<file path="src/rtl/rx_sync_ctrl.sv">
// Receive-side frame synchroniser: hunts for a preamble, waits for the SFD, then assembles
// LSB-first data words until end-of-frame. Define RX_SYNC_TIMEOUT_EN to enable the SYNC timeout.
module rx_sync_ctrl #(
  parameter int SFD_TIMEOUT = 64,
  parameter int BYTE_W      = 8
) (
  input  logic              clk,
  input  logic              reset,
  input  logic              bit_valid,
  input  logic              bit_in,
  input  logic              pre_h,
  input  logic              sfd_h,
  input  logic              eof_h,
  output logic              corr_enb,
  output logic              corr_rst,
  output logic              cardet,
  output logic [BYTE_W-1:0] rx_data,
  output logic              rx_write,
  output logic              rx_done,
  output logic              rx_error,
  output logic [1:0]        state
);

  typedef enum logic [1:0] {
    HUNT  = 2'd0,
    SYNC  = 2'd1,
    RECV  = 2'd2,
    FLUSH = 2'd3
  } state_t;

  localparam int CNT_W = $clog2(BYTE_W + 1);
  localparam logic [CNT_W-1:0] LAST_BIT = CNT_W'(BYTE_W - 1);

  state_t            state_q;
  logic [CNT_W-1:0]  bit_cnt;
  logic [BYTE_W-1:0] shreg;
  logic [BYTE_W-1:0] word_next;

`ifdef RX_SYNC_TIMEOUT_EN
  localparam logic [7:0] TO_LAST = 8'(SFD_TIMEOUT - 1);
  logic [7:0] to_cnt;
`endif

  // Bits arrive LSB first, so each new bit enters at the MSB and the word shifts right.
  assign word_next = {bit_in, shreg[BYTE_W-1:1]};
  assign corr_enb  = bit_valid;
  assign cardet    = (state_q == SYNC) || (state_q == RECV);
  assign state     = state_q;

  always_ff @(posedge clk) begin
    if (reset) begin
      state_q  <= HUNT;
      bit_cnt  <= '0;
      shreg    <= '0;
      rx_data  <= '0;
      rx_write <= 1'b0;
      rx_done  <= 1'b0;
      rx_error <= 1'b0;
      corr_rst <= 1'b0;
`ifdef RX_SYNC_TIMEOUT_EN
      to_cnt   <= '0;
`endif
    end else begin
      rx_write <= 1'b0;
      rx_done  <= 1'b0;
      rx_error <= 1'b0;
      corr_rst <= 1'b0;
      case (state_q)
        HUNT: begin
          if (bit_valid && pre_h) begin
            state_q <= SYNC;
`ifdef RX_SYNC_TIMEOUT_EN
            to_cnt  <= '0;
`endif
          end
        end
        SYNC: begin
          if (bit_valid) begin
            // SFD takes priority over a timeout expiring on the same strobe.
            if (sfd_h) begin
              state_q <= RECV;
              bit_cnt <= '0;
            end else begin
`ifdef RX_SYNC_TIMEOUT_EN
              if (to_cnt == TO_LAST) begin
                rx_error <= 1'b1;
                corr_rst <= 1'b1;
                state_q  <= FLUSH;
              end else begin
                to_cnt <= to_cnt + 8'd1;
              end
`else
              if (!pre_h) begin
                state_q <= HUNT;
              end
`endif
            end
          end
        end
        RECV: begin
          if (bit_valid) begin
            shreg <= word_next;
            if (bit_cnt == LAST_BIT) begin
              bit_cnt  <= '0;
              rx_data  <= word_next;
              rx_write <= 1'b1;
            end else begin
              bit_cnt <= bit_cnt + CNT_W'(1);
            end
            // corr_rst is raised on FLUSH entry so it is high for exactly the FLUSH cycle.
            if (eof_h) begin
              state_q  <= FLUSH;
              corr_rst <= 1'b1;
              if (bit_cnt == LAST_BIT) begin
                rx_done <= 1'b1;
              end else begin
                rx_error <= 1'b1;
              end
            end
          end
        end
        FLUSH: begin
          state_q <= HUNT;
        end
        default: begin
          state_q <= HUNT;
        end
      endcase
    end
  end

endmodule

</file>
<file path="config.mk">
export PLATFORM = sky130hd
export DESIGN_NAME = rx_sync_ctrl
export DESIGN_NICKNAME = d
export VERILOG_FILES = /design/src/rtl/rx_sync_ctrl.sv
export SDC_FILE = /design/constraint.sdc
export NUM_CORES = 1
export LEC_CHECK = 0
export CORE_MARGIN = 8
export CORE_UTILIZATION = 49
export CTS_CLUSTER_SIZE = 24
export DETAILED_ROUTE_END_ITERATION = 8
export GPL_TIMING_DRIVEN = 0
export PLACE_DENSITY = 0.86
export SLEW_MARGIN = 0
export SYNTH_ARGS = -nofsm -noshare
export SYNTH_HDL_FRONTEND = slang
export SYNTH_SLANG_ARGS = --single-unit
</file>
<file path="constraint.sdc">
create_clock -name clk -period 3.3 [get_ports clk]
set_clock_uncertainty 0.1 [all_clocks]
set_input_delay 0.99 -clock clk [delete_from_list [all_inputs] [get_ports clk]]
set_output_delay 0.99 -clock clk [all_outputs]
set_load 0.01 [all_outputs]
</file>
Word level (Yosys, flattened, before mapping). Index checks and enable logic that the tools add are counted.

Reductions and logical operators: 10. Bitwise operators: 3. $lt $le $gt $ge: 0. Divide/modulo/power cells: 0. Mux-type cells: 15. $add $sub $neg: 1. Multipliers: 0. Shift operators: 0. Equal/unequal tests: 10.

Operators with widths (number): 2-to-1 mux 4 bit (4); 2-to-1 mux 2 bit (6); inequality test 2 bit, second input constant (5); case mux 2 bit (4 select lines) (1); case mux 4 bit (2 select lines) (1); AND reduction 5 bit (1); adder 4 x 1 -> 4 bit, second input constant (1); == test 2 bit, second input constant (2); == test 4 x 3 -> 1 bit, second input constant (1); AND reduction 4 bit (1); OR reduction 4 bit (1); 2-to-1 mux 1 bit (3); inequality test 3 bit, second input constant (1); NOT 1 bit (3); AND reduction 3 bit (1); OR reduction 3 bit (1); == test 2 x 1 -> 1 bit, second input constant (1); zero test 2 bit (1); AND reduction 2 bit (1); nonzero test 2 bit (1); logical AND 1 bit (1); logical OR 1 bit (1).

Input bits: 7. Output and inout port bits: 16. Memories: 0. Latch bits: 0. Memory bits (writable): 0. Register bits after elaboration: 26. Bits in read-only memories: 0. Logic and storage cells: 47.

Depth between registers and ports, before layout.
Depth after elaboration: 4. Gate-level depth with buffers: 7. Depth with buffers taken out: 6.

Least setup slack after synthesis. Ideal clock, no wire load.

Path kind: input -> output. Start point: input port bit_valid. End point: output port corr_enb. Required time: 2210 ps. Stages: 1. Path buffers: 1. Data arrival time: 1109 ps. Slack: 1101 ps. Path through: buf_4.

RTL lines: from (decl) (line 9) `input logic bit_valid,`; to (decl) (line 14) `output logic corr_enb,`.

No word-level cell between the ends.

Final worst setup path.
Start point: input port bit_valid. End point: output port corr_enb.

No word-level cell between the ends.

==> results.txt <==
Status: completed
Synthesized flop and latch total: 25
Sequential fraction of the synthesis area: 47.6%
Top cells by count, synth: dfxtp_1, nand2_1, nor2_1, mux2i_1, a21oi_1
Antenna Cells: 0
Worst-path maximum fanout: 5
Cell with the most instances after synthesis: dfxtp_1
Post-synth EDFFs: 0
Syn avg cell area: 9.23 um2
Sw frac: 23.1%
DR pass1 iterations: 4
Combinational share of power: 11.1%
Clock Sinks: 25
Yosys warns: 0
Slew HR: 64.6%
Final Hold Viols: 0
CP Buf/Inv Count: 3
Worst setup EP type: primary output
# IOs: 23
Critical path's top delay family: buffers and inverters
Initial antenna violation count: 0
CP Launch Type: input port
Pin count of the biggest net entering global routing: 14
CP cell instances: dlygate4sd2_1, buf_4, clkdlybuf4s50_1
Total CTS buffers: 3
Die W: 62.3 um
Multi-input gate area: 507 um2
Initial cell density of the core: 52.6%
Die Area: 3890 um2
Switching power: 0.113 mW
Worst Path Required: 2.21 ns
Leakage power: 0.470 nW
Storage cell area: 500 um2
WHS: 0.377 ns
Routed Antenna Nets: 0
Origin of the critical flop-to-flop path: state[0]$_SDFFE_PP0P_
Hold path startpoint: shreg[1]$_SDFFE_PP0P_
Crit Path Class: in -> out
Fin nets: 153
Routability Congestion: 0.743
Syn Std Cell Area: 1050 um2
Synth area leader: dfxtp_1
Gr ovfl total: 0
Gr usage total: 10.6%
Clock share of power: 26.5%
Root Buffer: clkbuf_4
Die Ht: 62.3 um
Vias in the first global route: 808
Syn nets: 126
Final Cycle Share: 91.6%
Slowest-stage cell, CP: clkdlybuf4s50_1
Fin Setup TNS: 0 ns
Worst Tran Pin Value: 0.529 ns
CTS tree: built
R2R depth: 7
Via density: 5.16
Hold-critical path depth: 2
Top cells by area, synth: dfxtp_1, mux2i_1, nand2_1, ha_1, nor2_1
Area Growth Syn to Fin: 26.5%
DP HPWL: 1630 um
First-pass GRT wire length: 3500 um
Power per cell area: 369 nW/um2
Top FF cell, synth: dfxtp_1
CP arrival: 1.93 ns
Hold-fix buffers, CTS: 0
Number of fill cells: 162
Yosys top cell area share: 47.6%
Sequential power share: 62.3%
Max Cap Viol: 0
Iteration-0 DRC Markers: 26
Clock Latency Late Sink: 0.31 ns
Port bufs: 22
Setup slack, reg-to-reg: 1.22 ns
Cell count after synthesis: 114
FFs w/ async S/R, synth: 0%
Routed len/inst: 12.5 um
Clock slew at reported path FFs: 0.12 ns
Buffer levels on the longest clock path: 2
R2R Path End: rx_data[2]$_SDFFE_PP0P_
Fmax: 331 MHz
Vias: 861
Setup Buffers After CTS: 0
Hold path endpoint: shreg[1]$_SDFFE_PP0P_
Internal: 0.378 mW
Hold/Removal Path Class: reg -> reg
Final WL: 2090 um
RSZ-0062 raised after global routing: no
Drt drc: 0
Worst vdd ir: 0.000256 V
Slew Limit Fails: 0
Final setup viols: 0
Yosys cell types: 31
Slowest Stage Delay on Critical Path: 0.52 ns
Tmin final: 3.02 ns
Core Footprint: 2000 um2
Site Rows: 16
Share of cells above drive strength 1: 6.43%
H-tree levels: 1
-- worst max-delay path by stage --
stage               from  endpoint  slack (ns)  cells past startpoint
2_1_floorplan  bit_valid  corr_enb        1.10                      1
3_3_place_gp   bit_valid  corr_enb       0.007                      3
3_5_place_dp   bit_valid  corr_enb      0.0008                      3
4_1_cts        bit_valid  corr_enb        0.26                      3
5_1_grt        bit_valid  corr_enb        0.25                      3
6_report       bit_valid  corr_enb        0.28                      3
-- per-stage QoR --
stage	util [%]	worst slack, ns	std cells	cell area (um2)	total power [mW]
detailed placement	65.3	0.000785	163	1310	0.368
global route	66.5	0.251	167	1330	0.510
CTS	66.5	0.265	167	1330	0.493
floorplan	-	1.10	114	1050	0.344
global placement	65.3	0.00711	163	1310	0.366
finish	66.5	0.277	167	1330	0.491
-- metal layers --
| layer | GRT usage (%) | wire, um | vias to the layer above | part of all wire [%] |
|---|---|---|---|---|
| met5 | 0 | 0 | - | 0 |
| met4 | 4.84 | 34 | 0 | 1.6 |
| met3 | 5.20 | 155 | 5 | 7.4 |
| met2 | 16.6 | 939 | 26 | 45 |
| met1 | 11.9 | 961 | 389 | 46 |
| li1 | - | - | 441 | - |
-- layout make-up --
class	instances	area share, %
repair buffers	22	16.4
flip-flops and latches	25	37.6
plain buffers	5	2.26
multi-input cells	80	38.1
well taps	27	2.54
inverters	4	1.13
clock buffers	4	1.97
-- sequential cells by signal (all words and copies together), names as in the netlist, named ones only --
name and cells:
bit_cnt 4, corr_rst 1, rx_data 8, rx_done 1, rx_error 1, rx_write 1
shreg 7, state 1
-- power groups by stage --
| stage | Clock (mW) | Sequential [mW] | Combinational [mW] |
|---|---|---|---|
| 2_1_floorplan | 0 | 0.314 | 0.0303 |
| 3_3_place_gp | 0 | 0.313 | 0.0535 |
| 3_5_place_dp | 0 | 0.313 | 0.0547 |
| 4_1_cts | 0.132 | 0.306 | 0.0548 |
| 5_1_grt | 0.143 | 0.307 | 0.0602 |
| 6_report | 0.130 | 0.306 | 0.0547 |
-- worst reg2reg max path, cell delays in order (launching register included) --
cell and delay (ns):
dfxtp_1 0.36, inv_1 0.15, ha_1 0.33, nand2_2 0.10
buf_6 0.15, nor3_4 0.46, mux2i_1 0.27, nor2_1 0.06
-- cell families after synthesis --
kind of cell	Yosys count	share of synthesized area (%)
and+or+nand+nor	50	23.1
DFF	25	47.6
AOI/OAI and AO/OA	17	11.5
buffers and inverters	9	4.28
muxes	8	7.61
adders and majority gates	5	5.95
-- repair_timing --
action,CTS,global route
endpoints found under the hold margin,0,0
resized for setup,1,0
setup endpoints to repair,1,0
-- placed cells by master, fill, tap and decap left out --
| master | instances |
|---|---|
| dfxtp_1 | 25 |
| clkdlybuf4s50_1 | 21 |
| nand2_1 | 20 |
| nor2_1 | 13 |
| mux2i_1 | 8 |
| a21oi_1 | 7 |
| nor3_1 | 5 |
| ha_1 | 5 |
| inv_1 | 4 |
| clkbuf_1 | 4 |
| clkbuf_4 | 3 |
| nand2b_1 | 2 |
| a22o_1 | 2 |
| nand2_2 | 1 |
| buf_6 | 1 |
| nor3_4 | 1 |
| a21boi_0 | 1 |
| o22ai_1 | 1 |
| nor4b_1 | 1 |
| a32o_1 | 1 |
| nor2b_1 | 1 |
| and2_2 | 1 |
| or2b_1 | 1 |
| nand3b_1 | 1 |
| o2111ai_1 | 1 |
| o311a_2 | 1 |
| nand3_1 | 1 |
| nor4bb_1 | 1 |
| and3_1 | 1 |
| a211o_1 | 1 |
| o211ai_1 | 1 |
| o41ai_1 | 1 |
| buf_4 | 1 |
| dlygate4sd2_1 | 1 |
Power figures use the tool's default switching activity.
